**src/rtl/reg_bank_rw_pkg.sv**
```systemverilog
`default_nettype none
// ============================================================================
// Module      : reg_bank_rw_pkg
// Description : Shared constants for the MIPS register bank and the WR mux
//               that selects the write-back destination index.
// Revision    : 1.0 - initial release
// ============================================================================
package reg_bank_rw_pkg;

  // Default geometry of the register bank
  localparam int DATA_W_DEF = 32;
  localparam int ADDR_W_DEF = 5;

  // Architecturally special register indices
  localparam int REG_ZERO = 0;
  localparam int REG_SP   = 29;
  localparam int REG_RA   = 31;

  // Value loaded into $sp on reset
  localparam int SP_RESET_DEF = 227;

  // WR-mux select encoding, shared with the mux feeding WriteReg
  typedef enum logic [1:0] {
    WR_SEL_RT = 2'b00,
    WR_SEL_RD = 2'b01,
    WR_SEL_SP = 2'b10,
    WR_SEL_RA = 2'b11
  } wr_sel_e;

  // Destination index chosen by the WR mux for a given select
  function automatic logic [4:0] wr_mux_index(input wr_sel_e sel,
                                              input logic [4:0] rt,
                                              input logic [4:0] rd);
    logic [4:0] idx;
    idx = rt;
    case (sel)
      WR_SEL_RT: idx = rt;
      WR_SEL_RD: idx = rd;
      WR_SEL_SP: idx = 5'(REG_SP);
      WR_SEL_RA: idx = 5'(REG_RA);
      default:   idx = rt;
    endcase
    return idx;
  endfunction

endpackage
`default_nettype wire

```
**src/rtl/reg_bank_rw_read_port.sv**
```systemverilog
`default_nettype none
// ============================================================================
// Module      : reg_bank_read_port
// Description : One registered read port of the register bank. Selects an
//               entry of the array view and registers it. When the macro
//               REG_BANK_BYPASS_EN is defined, a same-edge write to the read
//               index (other than index 0) is forwarded to the output.
// Revision    : 1.0 - initial release
// ============================================================================
module reg_bank_read_port
  import reg_bank_rw_pkg::*;
#(
  parameter int DATA_W = DATA_W_DEF,
  parameter int ADDR_W = ADDR_W_DEF,
  parameter int NREGS  = 1 << ADDR_W
)(
  input  logic                          clk,
  input  logic                          reset,
  input  logic [ADDR_W-1:0]             rd_idx_i,
  input  logic [NREGS-1:0][DATA_W-1:0]  regs_i,
  input  logic                          wr_en_i,
  input  logic [ADDR_W-1:0]             wr_idx_i,
  input  logic [DATA_W-1:0]             wr_data_i,
  output logic [DATA_W-1:0]             rd_data_o
);

  logic [DATA_W-1:0] rd_data_d;
  logic [DATA_W-1:0] rd_data_q;

`ifdef REG_BANK_BYPASS_EN
  logic bypass_hit;

  // A write to the same non-zero index this edge wins over the stored value
  assign bypass_hit = wr_en_i
                   && (wr_idx_i != ADDR_W'(REG_ZERO))
                   && (wr_idx_i == rd_idx_i);

  // Next read value: stored contents, or forwarded write data on a hit
  always_comb begin
    rd_data_d = regs_i[rd_idx_i];
    if (bypass_hit) begin
      rd_data_d = wr_data_i;
    end
  end
`else
  // Write-side inputs only matter when forwarding is built in
  logic unused_wr;
  assign unused_wr = &{1'b0, wr_en_i, wr_idx_i, wr_data_i};

  // Next read value: array contents as they stand before this edge's write
  always_comb begin
    rd_data_d = regs_i[rd_idx_i];
  end
`endif

  // Output register; reset clears it regardless of any pending read
  always_ff @(posedge clk) begin
    if (reset) begin
      rd_data_q <= '0;
    end else begin
      rd_data_q <= rd_data_d;
    end
  end

  assign rd_data_o = rd_data_q;

endmodule
`default_nettype wire

```
**src/rtl/reg_bank_rw.sv**
```systemverilog
`default_nettype none
// ============================================================================
// Module      : reg_bank_rw
// Description : 32-entry register bank for the multicycle MIPS datapath with
//               one write port and two registered read ports. Register 0 is
//               hardwired to zero; $sp (29) resets to SP_RESET.
//               Optional macro: REG_BANK_BYPASS_EN enables write-to-read
//               forwarding on a same-edge index match.
// Revision    : 1.0 - initial release
// ============================================================================
module reg_bank_rw
  import reg_bank_rw_pkg::*;
#(
  parameter int                DATA_W   = DATA_W_DEF,
  parameter int                ADDR_W   = ADDR_W_DEF,
  parameter logic [DATA_W-1:0] SP_RESET = DATA_W'(SP_RESET_DEF)
)(
  input  logic              clk,
  input  logic              reset,
  input  logic              RegWrite,
  input  logic [ADDR_W-1:0] WriteReg,
  input  logic [DATA_W-1:0] WriteData,
  input  logic [ADDR_W-1:0] ReadReg1,
  input  logic [ADDR_W-1:0] ReadReg2,
  output logic [DATA_W-1:0] ReadData1,
  output logic [DATA_W-1:0] ReadData2
);

  localparam int NREGS = 1 << ADDR_W;

  // Flat view of the array seen by both read ports; entry 0 is constant zero
  logic [NREGS-1:0][DATA_W-1:0] regs_view;

  assign regs_view[REG_ZERO] = '0;

  // Registers 1..NREGS-1 are real storage; index 0 has no flop so writes vanish
  for (genvar gi = 1; gi < NREGS; gi++) begin : g_reg
    localparam logic [DATA_W-1:0] RST_VAL = (gi == REG_SP) ? SP_RESET : '0;

    logic [DATA_W-1:0] reg_d;
    logic [DATA_W-1:0] reg_q;

    // Next state: load WriteData when this entry is the enabled write target
    always_comb begin
      reg_d = reg_q;
      if (RegWrite && (WriteReg == ADDR_W'(gi))) begin
        reg_d = WriteData;
      end
    end

    // Storage flop; reset overrides any write presented on the same edge
    always_ff @(posedge clk) begin
      if (reset) begin
        reg_q <= RST_VAL;
      end else begin
        reg_q <= reg_d;
      end
    end

    assign regs_view[gi] = reg_q;
  end

  // Read port A (rs)
  reg_bank_read_port #(
    .DATA_W (DATA_W),
    .ADDR_W (ADDR_W),
    .NREGS  (NREGS)
  ) u_rd_port_a (
    .clk       (clk),
    .reset     (reset),
    .rd_idx_i  (ReadReg1),
    .regs_i    (regs_view),
    .wr_en_i   (RegWrite),
    .wr_idx_i  (WriteReg),
    .wr_data_i (WriteData),
    .rd_data_o (ReadData1)
  );

  // Read port B (rt)
  reg_bank_read_port #(
    .DATA_W (DATA_W),
    .ADDR_W (ADDR_W),
    .NREGS  (NREGS)
  ) u_rd_port_b (
    .clk       (clk),
    .reset     (reset),
    .rd_idx_i  (ReadReg2),
    .regs_i    (regs_view),
    .wr_en_i   (RegWrite),
    .wr_idx_i  (WriteReg),
    .wr_data_i (WriteData),
    .rd_data_o (ReadData2)
  );

endmodule
`default_nettype wire

```
**config.mk**
```make
export PLATFORM = sky130hd
export DESIGN_NAME = reg_bank_rw
export DESIGN_NICKNAME = d
export VERILOG_FILES = /design/src/rtl/reg_bank_rw_pkg.sv /design/src/rtl/reg_bank_rw_read_port.sv /design/src/rtl/reg_bank_rw.sv
export SDC_FILE = /design/constraint.sdc
export NUM_CORES = 2
export LEC_CHECK = 0
export ABC_AREA = 1
export CORE_AREA = 2 2 310 312
export CTS_CLUSTER_DIAMETER = 30
export DETAILED_ROUTE_END_ITERATION = 10
export DIE_AREA = 0 0 312 314
export PLACE_DENSITY = 0.75
export SYNTH_ARGS = -nofsm -noshare
export SYNTH_HDL_FRONTEND = slang
export SYNTH_SLANG_ARGS = --single-unit
export TNS_END_PERCENT = 20
```
**constraint.sdc**
```tcl
create_clock -name clk -period 4 [get_ports clk]
set_input_delay 1.2 -clock clk [delete_from_list [all_inputs] [get_ports clk]]
set_output_delay 1.2 -clock clk [all_outputs]
set_load 0.02 [all_outputs]
```
==> run_results.csv <==
group,metric,value,unit
drt,drcViolationCount,0,
setup_path,crit_path_end_kind,"output pin",
global_route,grt_pass1_vias,58800,
logic_synthesis,synthCells,9110,
logic_synthesis,postSynth.asyncResetShare,0,%
min_path,min_path_type,"reg2reg",
setup_path,reg2reg_setup_slack,2.38,ns
setup_path,worst_setup_path_start_kind,"flop",
setup_path,slowest_delay,0.71,ns
setup_path,crit_slowest_cell,"clkdlybuf4s50_1",
clock_tree,hold_buffers,0,
flow_run,max-cap-violations,0,
logic_synthesis,synth_cell_types,18,
logic_synthesis,yosys.area.top_type,"dfxtp_1",
power_and_ir_drop,p_leak,28.4,nW
timing,min_period_over_period,84.3,%
setup_path,cp_cell_sequence,"clkdlybuf4s50_1",
timing,fin_tns_setup,0,ns
die,die-area,98000,um2
logic_synthesis,yosys_warnings,0,
clock_tree,clkTransAtPathRegs,0.05,ns
global_route,grt_pass1_wl,334000,um
drt,postRouteAntennaNets,0,
setup_path,crit_required,2.80,ns
logic_synthesis,synth_ff_type,"dfxtp_1",
global_route,antenna_found_initial,11,
timing,finClkSkew,0.0340,ns
setup_path,critical_path_class,"reg2out",
clock_tree,htree_levels,4,
logic_synthesis,synth_edf_count,0,
power_and_ir_drop,power_density,508,nW/um2
clock_tree,cts_tree,"built",
die,start_util,59.9,%
layout,seq_area,21100,um2
layout,drive_gt1_share,7.66,%
min_path,hold_path_end,"g_reg[6].reg_q[20]",
drt,vias,63000,
setup_path,r2r-end,"u_rd_port_b.rd_data_o[31]",
setup_path,r2r-start,"g_reg[1].reg_q[31]",
die,io_pins,114,
layout,final_common_cell,"nand2_1",
clock_tree,ctsLongestPathBuffers,3,
clock_tree,post_cts_buffers,0,
die,die_w,312,um
setup_path,reg2reg_depth,8,
setup_path,cp_num_buf_inv,1,
timing,setup_ws,0.626,ns
clock_tree,insertion_delay,0.81,ns
timing,min_period,3.37,ns
global_route,grt_start_max_net_pins,161,
min_path,min_path_cells,2,
timing,drv_slew,0,
placed_design,io_buffers,113,
logic_synthesis,synth_seq_area_share,37.4,%
logic_synthesis,syn-num-nets,9160,
min_path,min_from,"g_reg[6].reg_q[20]",
clock_tree,cts_made_buffers,228,
timing,maxClockFrequency,0.296,GHz
placed_design,gp_congestion,0.907,
logic_synthesis,ys_seq_elements,1056,
logic_synthesis,synth_top_area_share,37.4,%
placed_design,detailedPlace.worstSlack,0.480,ns
die,rows,113,
drt,drt_first_iter_violations,8638,
clock_tree,cts_resized,0,
power_and_ir_drop,fin_total_pwr,33.9,mW
die,die_h,314,um
timing,finalHoldViolations,0,
drt,dr.pass1.iters,7,
clock_tree,clockRootBuffer,"clkbuf_16",
power_and_ir_drop,peakVddDrop,0.481,mV
setup_path,crit_family,"buffers and inverters",
logic_synthesis,synthTopCellsByArea,"dfxtp_1, nand2_1, nand3_1",
timing,hold_ws,0.459,ns
layout,area_growth,18.2,%
setup_path,worst-path-max-fanout,1,
drt,post_drt_via_cell_ratio,6.10,
drt,wl_per_cell,21.1,um
logic_synthesis,syn_area,56500,um2
layout,nets,8896,
layout,layout_common_cells,"nand2_1, nand3_1, dfxtp_1, a21oi_1, o21ai_0",
global_route,grt-ovfl-total,0,
drt,routed_wl,218000,um
layout,fill_cells,8000,
timing,setup_viol,0,
timing,rsz0062_at_grt,"false",
global_route,grt_usage,42.9,%
die,core,94400,um2
placed_design,dp_hpwl,121000,um
status,outcome,"finished, final reports clean",
clock_tree,cts_num_sinks,1056,
logic_synthesis,avgSynthCellArea,6.21,um2
timing,worstMarginPinSlew,1.17,ns
layout,multi_input_area,28900,um2
timing,slew_headroom,22.1,%
setup_path,arrival,2.17,ns
==> power breakdown <==
part / switching (mW) / internal [mW]
combinational: 2.45 / 1.05
clock: 6.34 / 13.3
sequential: 0.0773 / 10.7
==> sequential cells by signal, summed over array words and instances (netlist names) <==
signal and flops:
g.reg_q 992, u_rd_port_a.rd_data_o 32, u_rd_port_b.rd_data_o 32
==> worst max path at each step <==
| stage | from | end | slack [ns] | cells after the start |
|---|---|---|---|---|
| floorplan | ReadReg1[0] | u_rd_port_a.rd_data_o[1] | 1.63 | 11 |
| global placement | WriteReg[2] | g_reg[1].reg_q[4] | 0.58 | 8 |
| detailed placement | WriteReg[2] | g_reg[1].reg_q[6] | 0.48 | 8 |
| CTS | u_rd_port_a.rd_data_o[20] | ReadData1[20] | 0.67 | 1 |
| global route | u_rd_port_a.rd_data_o[20] | ReadData1[20] | 0.63 | 1 |
| finish | u_rd_port_a.rd_data_o[20] | ReadData1[20] | 0.63 | 1 |
==> final cells by class <==
| type | instances | share of cell area, % |
|---|---|---|
| multi-input combinational | 6356 | 43.3 |
| sequential | 1056 | 31.6 |
| clock buffer | 303 | 9.56 |
| timing repair buffer | 347 | 5.77 |
| inverter | 857 | 4.88 |
| clock inverter | 124 | 2.51 |
| tap | 1265 | 2.37 |
| antenna | 5 | 0.0187 |
==> through the flow <==
stage	util, %	cells	cell area [um2]
floorplan	-	9110	56500
global placement	62.2	9881	58800
detailed placement	62.2	9881	58800
CTS	70.8	10300	66800
global route	70.8	10300	66800
finish	70.8	10300	66900
==> kinds of logic (layout without fill, tap and decap cells) <==
kind of cell | after synthesis | count (layout) | synth area share, %
compound gates | 2067 | 2067 | 18.9
buf+inv | 1698 | 1631 | 11.9
flops | 1056 | 1056 | 37.4
other cells | 0 | 5 | 0
simple gates | 4289 | 4289 | 31.8
==> synthesized netlist by cell type, types with 5 or more instances <==
master and count:
o21ai_0 914, inv_2 14, o211ai_1 143, nand3_1 1475
nand2_1 2346, clkbuf_1 521, nor2_4 6, inv_1 842
buf_1 67, dfxtp_1 1056, nor2_1 458, a21oi_1 1009
buf_4 5, buf_2 248
==> metal layers <==
| layer | track usage (%) | part of all wire, % |
|---|---|---|
| met5 | 0 | 0.028 |
| met4 | 25.8 | 5.9 |
| met3 | 11.4 | 14 |
| met2 | 64.8 | 43 |
| met1 | 55.1 | 38 |
Note: power is estimated with default switching activity, not from simulation.
